### src/rtl/apb4_gpio_seq_pkg.sv
// Shared definitions for the APB4 GPIO pattern sequencer: register offsets,
// control/status bit positions, FSM state encoding and the step record.
package apb4_gpio_seq_pkg;

  // Register select values, compared against paddr[5:2]
  localparam logic [3:0] REG_CTRL   = 4'h0;
  localparam logic [3:0] REG_STATUS = 4'h1;
  localparam logic [3:0] REG_MASK   = 4'h2;
  localparam logic [3:0] REG_LAST   = 4'h3;
  localparam logic [3:0] REG_IDX    = 4'h4;
  localparam logic [3:0] REG_VAL    = 4'h5;
  localparam logic [3:0] REG_HOLD   = 4'h6;

  // CTRL bit positions
  localparam int CTRL_START = 0;
  localparam int CTRL_STOP  = 1;
  localparam int CTRL_LOOP  = 2;
  localparam int CTRL_IRQEN = 3;

  // STATUS bit positions
  localparam int STAT_BUSY    = 0;
  localparam int STAT_DONE    = 1;
  localparam int STAT_IDX_LSB = 4;

  // Widest supported hold field; narrower configurations keep the upper bits zero
  localparam int HOLD_WIDTH_MAX = 32;

  typedef enum logic [0:0] {
    ST_IDLE = 1'b0,
    ST_RUN  = 1'b1
  } seq_state_e;

  // One table entry: pattern value and the extra cycles it is held for
  typedef struct packed {
    logic [31:0]               val;
    logic [HOLD_WIDTH_MAX-1:0] hold;
  } step_t;

  // Assemble the STATUS read word
  function automatic logic [31:0] status_word(input logic busy, input logic done,
                                              input logic [3:0] idx);
    logic [31:0] w;
    w = 32'h0000_0000;
    w[STAT_BUSY] = busy;
    w[STAT_DONE] = done;
    w[STAT_IDX_LSB +: 4] = idx;
    return w;
  endfunction

endpackage

### src/rtl/apb4_if.sv
// APB4 bus bundle; the sequencer attaches through the slave modport.
interface apb4_if #(
  parameter int ADDR_WIDTH = 32,
  parameter int DATA_WIDTH = 32
) (
  input logic pclk,
  input logic presetn
);
  logic [ADDR_WIDTH-1:0]   paddr;
  logic [2:0]              pprot;
  logic                    psel;
  logic                    penable;
  logic                    pwrite;
  logic [DATA_WIDTH-1:0]   pwdata;
  logic [DATA_WIDTH/8-1:0] pstrb;
  logic                    pready;
  logic                    pslverr;
  logic [DATA_WIDTH-1:0]   prdata;

  modport master (
    input  pclk, presetn, pready, pslverr, prdata,
    output paddr, pprot, psel, penable, pwrite, pwdata, pstrb
  );

  modport slave (
    input  pclk, presetn, paddr, pprot, psel, penable, pwrite, pwdata, pstrb,
    output pready, pslverr, prdata
  );
endinterface

### src/rtl/apb4_gpio_seq.sv
// APB4-programmable GPIO pattern sequencer. Plays a table of (value, hold)
// steps onto seq_out_o, one-shot or looping, and flags completion via irq_o.
module apb4_gpio_seq
  import apb4_gpio_seq_pkg::*;
#(
  parameter int GPIO_NUM   = 32,
  parameter int STEP_NUM   = 8,
  parameter int HOLD_WIDTH = 16
) (
  apb4_if.slave               apb4,
  output logic [GPIO_NUM-1:0] seq_out_o,
  output logic [GPIO_NUM-1:0] seq_oe_o,
  output logic                irq_o
);

  localparam int IW = $clog2(STEP_NUM);

  // Bus decode
  logic       wr_s;
  logic       rd_s;
  logic [3:0] sel_s;
  logic       start_s;
  logic       stop_s;
  logic       status_rd_s;
  logic       unused_s;

  // Software-visible registers
  logic                loop_r;
  logic                irqen_r;
  logic                done_r;
  logic [GPIO_NUM-1:0] mask_r;
  logic [IW-1:0]       last_r;
  logic [IW-1:0]       idx_r;
  step_t               tbl_r [STEP_NUM];

  // Playback state
  seq_state_e          state_r;
  seq_state_e          state_nxt_s;
  logic [IW-1:0]       step_idx_r;
  logic [HOLD_WIDTH-1:0] cnt_r;
  logic [GPIO_NUM-1:0] out_r;

  // FSM actions
  logic          busy_s;
  logic          cnt_zero_s;
  logic          at_last_s;
  logic          load_s;
  logic [IW-1:0] load_idx_s;
  logic          dec_s;
  logic          done_set_s;
  logic          done_clr_s;
  logic [31:0]   rdata_s;

  assign wr_s        = apb4.psel & apb4.penable & apb4.pwrite;
  assign rd_s        = apb4.psel & apb4.penable & ~apb4.pwrite;
  assign sel_s       = apb4.paddr[5:2];
  assign start_s     = wr_s & (sel_s == REG_CTRL) & apb4.pwdata[CTRL_START];
  assign stop_s      = wr_s & (sel_s == REG_CTRL) & apb4.pwdata[CTRL_STOP];
  assign status_rd_s = rd_s & (sel_s == REG_STATUS);

  assign busy_s     = (state_r == ST_RUN);
  assign cnt_zero_s = (cnt_r == HOLD_WIDTH'(0));
  assign at_last_s  = (step_idx_r == last_r);

  // Address bits outside the register window and the protection/strobe
  // qualifiers carry no meaning for this block
  assign unused_s = ^{apb4.paddr[31:6], apb4.paddr[1:0], apb4.pstrb, apb4.pprot};

  // FSM state register
  always_ff @(posedge apb4.pclk or negedge apb4.presetn) begin
    if (!apb4.presetn) begin
      state_r <= ST_IDLE;
    end else begin
      state_r <= state_nxt_s;
    end
  end

  // FSM next state: STOP beats START, START beats the playback schedule
  always_comb begin
    state_nxt_s = state_r;
    case (state_r)
      ST_IDLE: begin
        if (start_s && !stop_s) begin
          state_nxt_s = ST_RUN;
        end else begin
          state_nxt_s = ST_IDLE;
        end
      end
      ST_RUN: begin
        if (stop_s) begin
          state_nxt_s = ST_IDLE;
        end else if (start_s) begin
          state_nxt_s = ST_RUN;
        end else if (cnt_zero_s && at_last_s && !loop_r) begin
          state_nxt_s = ST_IDLE;
        end else begin
          state_nxt_s = ST_RUN;
        end
      end
      default: state_nxt_s = ST_IDLE;
    endcase
  end

  // FSM actions: which step to load, counter decrement, completion
  always_comb begin
    load_s     = 1'b0;
    load_idx_s = IW'(0);
    dec_s      = 1'b0;
    done_set_s = 1'b0;
    case (state_r)
      ST_IDLE: begin
        if (start_s && !stop_s) begin
          load_s = 1'b1;
        end else begin
          load_s = 1'b0;
        end
      end
      ST_RUN: begin
        if (stop_s) begin
          load_s = 1'b0;
        end else if (start_s) begin
          load_s = 1'b1;
        end else if (!cnt_zero_s) begin
          dec_s = 1'b1;
        end else if (!at_last_s) begin
          load_s     = 1'b1;
          load_idx_s = step_idx_r + IW'(1);
        end else if (loop_r) begin
          load_s = 1'b1;
        end else begin
          done_set_s = 1'b1;
        end
      end
      default: begin
        load_s = 1'b0;
      end
    endcase
  end

  // A fresh start and a STATUS read both clear DONE; completion wins over both
  assign done_clr_s = (start_s & ~stop_s) | status_rd_s;

  // Playback datapath: step index, hold counter and the pattern register
  always_ff @(posedge apb4.pclk or negedge apb4.presetn) begin
    if (!apb4.presetn) begin
      step_idx_r <= IW'(0);
      cnt_r      <= HOLD_WIDTH'(0);
      out_r      <= {GPIO_NUM{1'b0}};
    end else if (load_s) begin
      step_idx_r <= load_idx_s;
      cnt_r      <= tbl_r[load_idx_s].hold[HOLD_WIDTH-1:0];
      out_r      <= tbl_r[load_idx_s].val[GPIO_NUM-1:0];
    end else if (dec_s) begin
      cnt_r <= cnt_r - HOLD_WIDTH'(1);
    end
  end

  // Sticky completion flag
  always_ff @(posedge apb4.pclk or negedge apb4.presetn) begin
    if (!apb4.presetn) begin
      done_r <= 1'b0;
    end else if (done_set_s) begin
      done_r <= 1'b1;
    end else if (done_clr_s) begin
      done_r <= 1'b0;
    end
  end

  // Register and step-table writes; the table is flops so reset clears it
  always_ff @(posedge apb4.pclk or negedge apb4.presetn) begin
    if (!apb4.presetn) begin
      loop_r  <= 1'b0;
      irqen_r <= 1'b0;
      mask_r  <= {GPIO_NUM{1'b0}};
      last_r  <= IW'(0);
      idx_r   <= IW'(0);
      for (int i = 0; i < STEP_NUM; i++) begin
        tbl_r[i].val  <= 32'h0000_0000;
        tbl_r[i].hold <= 32'h0000_0000;
      end
    end else if (wr_s) begin
      case (sel_s)
        REG_CTRL: begin
          loop_r  <= apb4.pwdata[CTRL_LOOP];
          irqen_r <= apb4.pwdata[CTRL_IRQEN];
        end
        REG_MASK: mask_r <= apb4.pwdata[GPIO_NUM-1:0];
        REG_LAST: last_r <= apb4.pwdata[IW-1:0];
        REG_IDX:  idx_r  <= apb4.pwdata[IW-1:0];
        REG_VAL:  tbl_r[idx_r].val  <= apb4.pwdata;
        REG_HOLD: tbl_r[idx_r].hold <= HOLD_WIDTH_MAX'(apb4.pwdata[HOLD_WIDTH-1:0]);
        default: begin
        end
      endcase
    end
  end

  // Read mux, combinational during the access phase
  always_comb begin
    rdata_s = 32'h0000_0000;
    case (sel_s)
      REG_CTRL: begin
        rdata_s[CTRL_LOOP]  = loop_r;
        rdata_s[CTRL_IRQEN] = irqen_r;
      end
      REG_STATUS: rdata_s = status_word(busy_s, done_r, 4'(step_idx_r));
      REG_MASK:   rdata_s = 32'(mask_r);
      REG_LAST:   rdata_s = 32'(last_r);
      REG_IDX:    rdata_s = 32'(idx_r);
      REG_VAL:    rdata_s = tbl_r[idx_r].val;
      REG_HOLD:   rdata_s = tbl_r[idx_r].hold;
      default:    rdata_s = 32'h0000_0000;
    endcase
  end

  assign apb4.prdata  = rdata_s;
  assign apb4.pready  = 1'b1;
  assign apb4.pslverr = 1'b0;

  assign seq_out_o = out_r;
  assign seq_oe_o  = mask_r & {GPIO_NUM{busy_s}};
  assign irq_o     = done_r & irqen_r;

endmodule
### src/flat_wrapper.sv
// flat-port wrapper written by rule: the top's interface ports become plain ports
module apb4_gpio_seq_flat import apb4_gpio_seq_pkg::*;
#(
  parameter int GPIO_NUM   = 32,
  parameter int STEP_NUM   = 8,
  parameter int HOLD_WIDTH = 16
)
  (seq_out_o, seq_oe_o, irq_o, pclk, presetn, apb4_paddr, apb4_pprot, apb4_psel, apb4_penable, apb4_pwrite, apb4_pwdata, apb4_pstrb, apb4_pready, apb4_pslverr, apb4_prdata);
  apb4_if apb4_i (.pclk(pclk), .presetn(presetn));
  output logic [GPIO_NUM-1:0] seq_out_o;
  output logic [GPIO_NUM-1:0] seq_oe_o;
  output logic irq_o;
  input wire logic pclk;
  input wire logic presetn;
  input wire logic [$bits(apb4_i.paddr)-1:0] apb4_paddr;
  input wire logic [$bits(apb4_i.pprot)-1:0] apb4_pprot;
  input wire logic [$bits(apb4_i.psel)-1:0] apb4_psel;
  input wire logic [$bits(apb4_i.penable)-1:0] apb4_penable;
  input wire logic [$bits(apb4_i.pwrite)-1:0] apb4_pwrite;
  input wire logic [$bits(apb4_i.pwdata)-1:0] apb4_pwdata;
  input wire logic [$bits(apb4_i.pstrb)-1:0] apb4_pstrb;
  output wire logic [$bits(apb4_i.pready)-1:0] apb4_pready;
  output wire logic [$bits(apb4_i.pslverr)-1:0] apb4_pslverr;
  output wire logic [$bits(apb4_i.prdata)-1:0] apb4_prdata;
  assign apb4_i.paddr = apb4_paddr;
  assign apb4_i.pprot = apb4_pprot;
  assign apb4_i.psel = apb4_psel;
  assign apb4_i.penable = apb4_penable;
  assign apb4_i.pwrite = apb4_pwrite;
  assign apb4_i.pwdata = apb4_pwdata;
  assign apb4_i.pstrb = apb4_pstrb;
  assign apb4_pready = apb4_i.pready;
  assign apb4_pslverr = apb4_i.pslverr;
  assign apb4_prdata = apb4_i.prdata;
  apb4_gpio_seq #(.GPIO_NUM(GPIO_NUM), .STEP_NUM(STEP_NUM), .HOLD_WIDTH(HOLD_WIDTH)) u_core (.apb4(apb4_i), .seq_out_o(seq_out_o), .seq_oe_o(seq_oe_o), .irq_o(irq_o));
endmodule
### config.mk
export PLATFORM = sky130hd
export DESIGN_NAME = apb4_gpio_seq_flat
export DESIGN_NICKNAME = d
export VERILOG_FILES = /design/src/rtl/apb4_gpio_seq_pkg.sv /design/src/rtl/apb4_if.sv /design/src/rtl/apb4_gpio_seq.sv /design/src/flat_wrapper.sv
export SDC_FILE = /design/constraint.sdc
export NUM_CORES = 1
export LEC_CHECK = 0
export ABC_CLOCK_PERIOD_IN_PS = 3830
export BUFFER_PORTS_ARGS = -buffer_cell sky130_fd_sc_hd__buf_4
export CORE_MARGIN = 2
export CORE_UTILIZATION = 40
export CTS_CLUSTER_DIAMETER = 200
export DETAILED_ROUTE_END_ITERATION = 6
export MAX_ROUTING_LAYER = met4
export PLACE_DENSITY = 0.68
export SLEW_MARGIN = 20
export SYNTH_ARGS = -nofsm -noshare
export SYNTH_HDL_FRONTEND = slang
export SYNTH_SLANG_ARGS = --single-unit
### constraint.sdc
create_clock -name pclk -period 3.83 [get_ports pclk]
set_input_delay 0.766 -clock pclk [delete_from_list [all_inputs] [get_ports pclk]]
set_output_delay 0.766 -clock pclk [all_outputs]
set_load 0.02 [all_outputs]
==> results.json, run 1 <==
{
  "run_status": "finished clean",
  "hp-class": "in -> async",
  "vias": 17610,
  "fp-row-count": 89,
  "finalCriticalPeriod_ns": 3.70,
  "crit_required_ns": 3.06,
  "finalPower_mw": 12.2,
  "cts_tree": "yes",
  "syn-mean-instance-area_um2": 12.9,
  "async_flop_share": 1.00,
  "synth.top_cell.area_share": 0.501,
  "worstMarginPinSlew_ns": 1.03,
  "nFillCells": 5140,
  "numPortBuffers": 137,
  "cts_root_buffer": "clkbuf_16",
  "setup.worst_path.start_class": "flip-flop",
  "peakVddDrop_mv": 0.373,
  "worstSetupEndpointType": "primary output",
  "clk_latency_ns": 0.63,
  "dpl.hpwl_um": 45000,
  "yosys_most_used_dff": "dfrtp_1",
  "cp_max_fo": 23,
  "syn_nets": 1928,
  "seq_area_frac_synth": 0.501,
  "clk_pin_slew_ns": 0.06,
  "drt_iter0_drc": 1846,
  "clk_path_buf_depth": 3,
  "numCtsBuffers": 51,
  "globalplace.congestion": 0.892,
  "postCtsSetupRepairBufs": 0,
  "path_class": "reg -> out",
  "die_area_mm2": 0.0616,
  "final.setup.tns_ns": 0,
  "grt_pass1_wl_um": 111000,
  "hold_viol_final": 0,
  "synth_top_cell_by_area": "dfrtp_1",
  "netlist_instances": 1849,
  "clock-sinks": 477,
  "ctsHoldBuffers": 0,
  "overflow": 0,
  "die_h_um": 248,
  "layout-drive-gt1-share": 0.421,
  "slew_violations": 0,
  "grt_setup_unrepaired": "no",
  "first_pass_iters": 6,
  "grt_max_degree": 96,
  "fin_crit_sh": 0.967,
  "initial_core_util": 0.404,
  "synth_area_mm2": 0.0238,
  "cp.arrival_ns": 2.94,
  "post-route-drc-count": 0,
  "wl_per_cell_um": 26.6,
  "finClkSkew_ns": 0.0429,
  "p_per_area_mw_per_mm2": 435,
  "h-tree-depth": 2,
  "place_worst_setup_slack_ns": 0.0614,
  "fin_ws_ns": 0.128,
  "routed_wirelength_um": 73900,
  "nets": 2050,
  "leakage_nw": 12.7,
  "grt_pass1_vias": 18092,
  "die_w_um": 248,
  "grt_usage": 0.246,
  "ys_top_cells_by_area": "dfrtp_1 50%, mux2_2 20%, mux4_2 7.2%, a22oi_1 6.6%, nand2_1 1.9%",
  "pin_count": 175,
  "postRouteAntennaNets": 0,
  "synth_edf_count": 0,
  "ys.warnings.count": 0,
  "via_per_inst": 6.33,
  "drv_cap": 0,
  "max_slew_margin": 0.305,
  "ys_types": 71,
  "core_mm2": 0.0590,
  "final_core_util": 0.474,
  "setup_violations": 0,
  "syn_to_final_growth_pct": 17.5,
  "max_freq_ghz": 0.270,
  "antenna_found_initial": 0,
  "ys_seq_elements": 477
}
==> area by class of cell <==
cell class,count,area [um2],area share
timing repair buffer,228,2080,0.0744
sequential,477,11900,0.426
multi-input combinational,1204,11300,0.405
inverter,9,33.8,0.00121
antenna,1,2.50,0.0000894
clock inverter,12,164,0.00585
tap,773,967,0.0345
clock buffer,76,1480,0.0529
==> kinds of logic (layout without fill, tap and decap cells) <==
group,count (synthesis),after routing,share of synthesized area
AOI/OAI and AO/OA,353,353,0.112
xor gates and xnor gates,8,8,0.00294
adders and majority gates,3,3,0.00157
buffers and inverters,168,325,0.0302
DFF,477,477,0.501
muxes,535,535,0.287
other,2,3,0.000315
and+or+nand+nor,303,303,0.0658
==> stage by stage <==
| stage | cell area, um2 | hold slack [ns] | std cells |
|---|---|---|---|
| floorplan | 23800 | 0.470 | 1849 |
| global placement | 26300 | 0.457 | 2691 |
| detailed placement | 26300 | 0.457 | 2691 |
| CTS | 28000 | 0.182 | 2779 |
| global route | 28000 | 0.208 | 2779 |
| finish | 28000 | 0.156 | 2780 |
==> flip-flops by register name, summed over array words and instances, names as in the netlist, 3 cells and up <==
name / cells
u_core.tbl_r: 384
u_core.mask_r: 32
u_core.seq_out_o: 32
u_core.cnt_r: 16
u_core.idx_r: 3
u_core.last_r: 3
u_core.step_idx_r: 3
==> synthesized netlist by cell type, drive strengths merged (3+ instances only) <==
library cell,count
inv,7
a211oi,3
or4,3
nor4b,3
a221o,5
o31ai,5
nand3,11
a21boi,4
a21oi,19
o21ai,20
o22ai,3
mux4,76
o221ai,4
a41oi,3
a22oi,210
buf,46
mux2,425
or3,4
a221oi,13
mux2i,34
and3,9
o221a,3
nor2,36
a222oi,4
a21o,3
a31oi,14
xor2,5
xnor2,3
and2,36
a22o,26
clkbuf,113
dfrtp,477
nand2,119
nor2b,4
and3b,3
nor3,15
nor4,13
nand3b,5
ha,3
nand4,37
==> final timing paths <==
check,from,end,slack (ns),depth (start not counted)
setup / recovery,u_core.idx_r[1],apb4_prdata[0],0.13,7
hold / removal,presetn,u_core.tbl_r[123],0.16,1
setup reg to reg,u_core.cnt_r[0],u_core.cnt_r[8],0.33,10
hold reg to reg,u_core.seq_out_o[29],u_core.seq_out_o[29],0.47,2
max in group asynchronous,presetn,u_core.tbl_r[103],2.58,3
min in group pclk,apb4_pwdata[21],u_core.tbl_r[117],0.44,2
==> metal layers <==
metal / global-route usage / up-vias / share of wire
li1: - / 7322 / -
met1: 0.325 / 9231 / 0.42
met2: 0.372 / 864 / 0.46
met3: 0.0548 / 193 / 0.085
met4: 0.0898 / 0 / 0.035
met5: - / - / 0
==> repair_timing <==
action                                  CTS  global route
hold endpoints to repair                  0             0
endpoints found under the setup margin    9            24
pin swaps                                 0             0
resized for setup                         4             6
==> cell usage in the layout, fill, tap and decap left out, drive strengths merged, types with 8 or more instances in the layout <==
| cell type | netlist | layout |
|---|---|---|
| nand2 | 119 | 119 |
| and3 | 9 | 9 |
| inv | 7 | 8 |
| nand3 | 11 | 11 |
| mux4 | 76 | 76 |
| a221oi | 13 | 13 |
| a22o | 26 | 26 |
| nor3 | 15 | 15 |
| a22oi | 210 | 210 |
| buf | 46 | 228 |
| a31oi | 14 | 14 |
| a21oi | 19 | 19 |
| mux2 | 425 | 425 |
| mux2i | 34 | 34 |
| dfrtp | 477 | 477 |
| nor4 | 13 | 13 |
| nand4 | 37 | 37 |
| o21ai | 20 | 20 |
| clkinv | 2 | 10 |
| and2 | 36 | 36 |
| clkbuf | 113 | 76 |
| nor2 | 36 | 36 |
==> critical path, stage by stage, from the launching register on <==
cell,delay (ns)
dfrtp_2,0.51
and3b_4,0.74
buf_4,0.43
a22oi_1,0.12
a31oi_1,0.16
a21oi_1,0.09
nand2_1,0.14
buf_4,0.15
==> where the power goes <==
| group | leakage (nW) | switching (mW) | internal (mW) | total (mW) |
|---|---|---|---|---|
| logic | 5.33 | 1.02 | 0.657 | 1.68 |
| clock network | 0.804 | 2.11 | 2.81 | 4.92 |
| registers | 6.57 | 0.286 | 5.28 | 5.57 |
| total | 12.7 | 3.42 | 8.75 | 12.2 |
Power figures use the tool's default switching activity.
==> run 2: changes to the inputs <==
Settings changed: ABC_AREA set to 1.
==> results.json, run 2 <==
{
  "ys_types": 46,
  "seq_area_frac_synth": 0.488,
  "clock-sinks": 477,
  "synth.top_cell.area_share": 0.488,
  "grt_pass1_wl_um": 129000,
  "finalCriticalPeriod_ns": 3.76,
  "drt_iter0_drc": 2940,
  "clk_path_buf_depth": 3,
  "cp_max_fo": 13,
  "fin_ws_ns": 0.0662,
  "antenna_found_initial": 1,
  "clk_pin_slew_ns": 0.06,
  "synth_top_cell_by_area": "dfrtp_1",
  "largest_reg_flops": 384,
  "violations": "DRC",
  "cts_root_buffer": "clkbuf_16",
  "leakage_nw": 12.9,
  "grt_usage": 0.271,
  "globalplace.congestion": 0.917,
  "crit_chain": "inv_2 > nand3_4 > buf_4 > buf_4 > nor2_1 > a221oi_1 > nand4_1 > a22o_1 > buf_4",
  "crit_top_cell": "buf_4",
  "max_slew_margin": 0.374,
  "max_freq_ghz": 0.266,
  "final.setup.tns_ns": 0,
  "crit_buf_inv": 4,
  "die_area_mm2": 0.0631,
  "finalPower_mw": 11.9,
  "slowest_stage": "dfrtp_1",
  "worstMarginPinSlew_ns": 0.940,
  "grt_pass1_vias": 21588,
  "pin_count": 175,
  "path_class": "reg -> out",
  "via_per_inst": 5.63,
  "yosys_most_used_dff": "dfrtp_1",
  "ys.warnings.count": 0,
  "place_worst_setup_slack_ns": 0.481,
  "syn_nets": 3287,
  "synth_edf_count": 0,
  "dpl.hpwl_um": 51500,
  "nets": 3361,
  "wl_per_cell_um": 20.3,
  "setup.worst_path.start_class": "flip-flop",
  "worstSetupEndpointType": "primary output",
  "post-route-drc-count": 1,
  "largest-register": "u_core.tbl_r",
  "numCtsBuffers": 53,
  "postRouteAntennaNets": 0,
  "netlist_instances": 3208,
  "diodes": 0,
  "synthTopCellsByCount": "990 x nand2_1, 545 x o21ai_0, 477 x dfrtp_1",
  "synth_area_mm2": 0.0245,
  "numPortBuffers": 137,
  "first_pass_iters": 7,
  "cp_slowest_stage_delay_ns": 0.53,
  "initial_core_util": 0.405,
  "core_mm2": 0.0604,
  "finClkSkew_ns": 0.0141,
  "die_w_um": 251,
  "hold-worst-slack_ns": 0.169,
  "synth.most_common_cell": "nand2_1",
  "path_delay_family": "buffers and inverters",
  "run_status": "finished with violations",
  "die_h_um": 251,
  "overflow": 0,
  "drv_cap": 0,
  "vias": 23108,
  "routed_wirelength_um": 83500,
  "syn_to_final_growth_pct": 16.2,
  "fp-row-count": 90,
  "ys_top_cells_by_area": "dfrtp_1 49%, nand2_1 15%, o21ai_0 11%, nand3_1 4.6%, inv_1 4.3%",
  "syn-mean-instance-area_um2": 7.62,
  "async_flop_share": 1.00,
  "h-tree-depth": 2,
  "hp-class": "in -> async",
  "fin_crit_sh": 0.983,
  "crit_required_ns": 3.06,
  "clk_latency_ns": 0.61,
  "final_common_cell": "nand2_1",
  "cts_tree": "yes",
  "ys_seq_elements": 477,
  "grt_max_degree": 95,
  "setup_violations": 0,
  "peakVddDrop_mv": 0.323,
  "layout-drive-gt1-share": 0.116,
  "hold_viol_final": 0,
  "p_per_area_mw_per_mm2": 420,
  "slew_violations": 0,
  "layout_common_cells": "989 x nand2_1, 543 x o21ai_0, 474 x dfrtp_1, 275 x inv_1, 220 x nand3_1",
  "cp.arrival_ns": 3.00
}
[run 2: changes by cell type in the layout (fill, tap and decap cells not counted), moves of 76 or more]
| cell | before | now |
|---|---|---|
| o21ai_0 | 9 | 543 |
| inv_1 | 7 | 275 |
| mux2_2 | 425 | 0 |
| nand2_1 | 119 | 989 |
| nand3_1 | 11 | 220 |
| mux4_2 | 76 | 0 |
| a22oi_1 | 210 | 18 |
[run 2: layer usage]
layer	part of all wire	vias up	global-route usage	wire, um
li1	-	10723	-	-
met1	0.43	10969	0.381	36100
met2	0.44	1258	0.402	36800
met3	0.098	158	0.0430	8220
met4	0.029	0	0.0823	2390
met5	0	-	-	0
[run 2: path summary, 6_finish.rpt]
kind / depth (start not counted) / slack, ns / startpoint / endpoint
max: 9 / 0.07 / u_core.idx_r[2] / apb4_prdata[24]
min in group pclk: 3 / 0.40 / apb4_pwdata[2] / u_core.loop_r
max reg2reg: 11 / 0.87 / u_core.cnt_r[0] / u_core.cnt_r[11]
min reg2reg: 2 / 0.48 / u_core.tbl_r[394] / u_core.tbl_r[394]
max in group asynchronous: 3 / 2.67 / presetn / u_core.tbl_r[373]
min: 1 / 0.17 / presetn / u_core.tbl_r[266]
[run 2: power breakdown]
group / total, mW / switching [mW] / internal [mW] / leakage (nW)
combinational: 1.26 / 0.848 / 0.407 / 5.46
clock: 5.24 / 2.15 / 3.09 / 0.896
sequential: 5.45 / 0.189 / 5.26 / 6.52
[run 2: area by class of cell]
class / instances / area [um2]
clock buffer: 87 / 1710
clock inverter: 10 / 90.1
fill: 5883 / 31900
inverter: 295 / 1120
multi-input combinational: 2216 / 10500
sequential: 477 / 11900
tap: 782 / 978
timing repair buffer: 239 / 2090
[run 2: metrics by stage]
step | cell area (um2) | instances | util
floorplan | 24500 | 3208 | -
global placement | 26600 | 4007 | 0.440
detailed placement | 26600 | 4007 | 0.440
CTS | 28400 | 4104 | 0.470
global route | 28400 | 4106 | 0.471
finish | 28400 | 4106 | 0.471
[run 2: kinds of logic after synthesis]
| family | count (synthesis) | share of synthesized area |
|---|---|---|
| AND/OR/NAND/NOR | 1363 | 0.229 |
| flip-flops | 477 | 0.488 |
| AO/OA/AOI/OAI | 834 | 0.190 |
| adder cells (fa/ha/maj) | 3 | 0.00153 |
| XOR/XNOR | 14 | 0.00501 |
| other | 2 | 0.000307 |
| buffers and inverters | 515 | 0.0854 |
[run 2: repair_timing]
| action | in CTS | in global routing |
|---|---|---|
| pin swaps | 0 | 0 |
| hold buffers | 0 | 0 |
| gates resized for setup | 5 | 8 |
| buffers inserted | 0 | 2 |
| endpoints found under the setup margin | 8 | 22 |
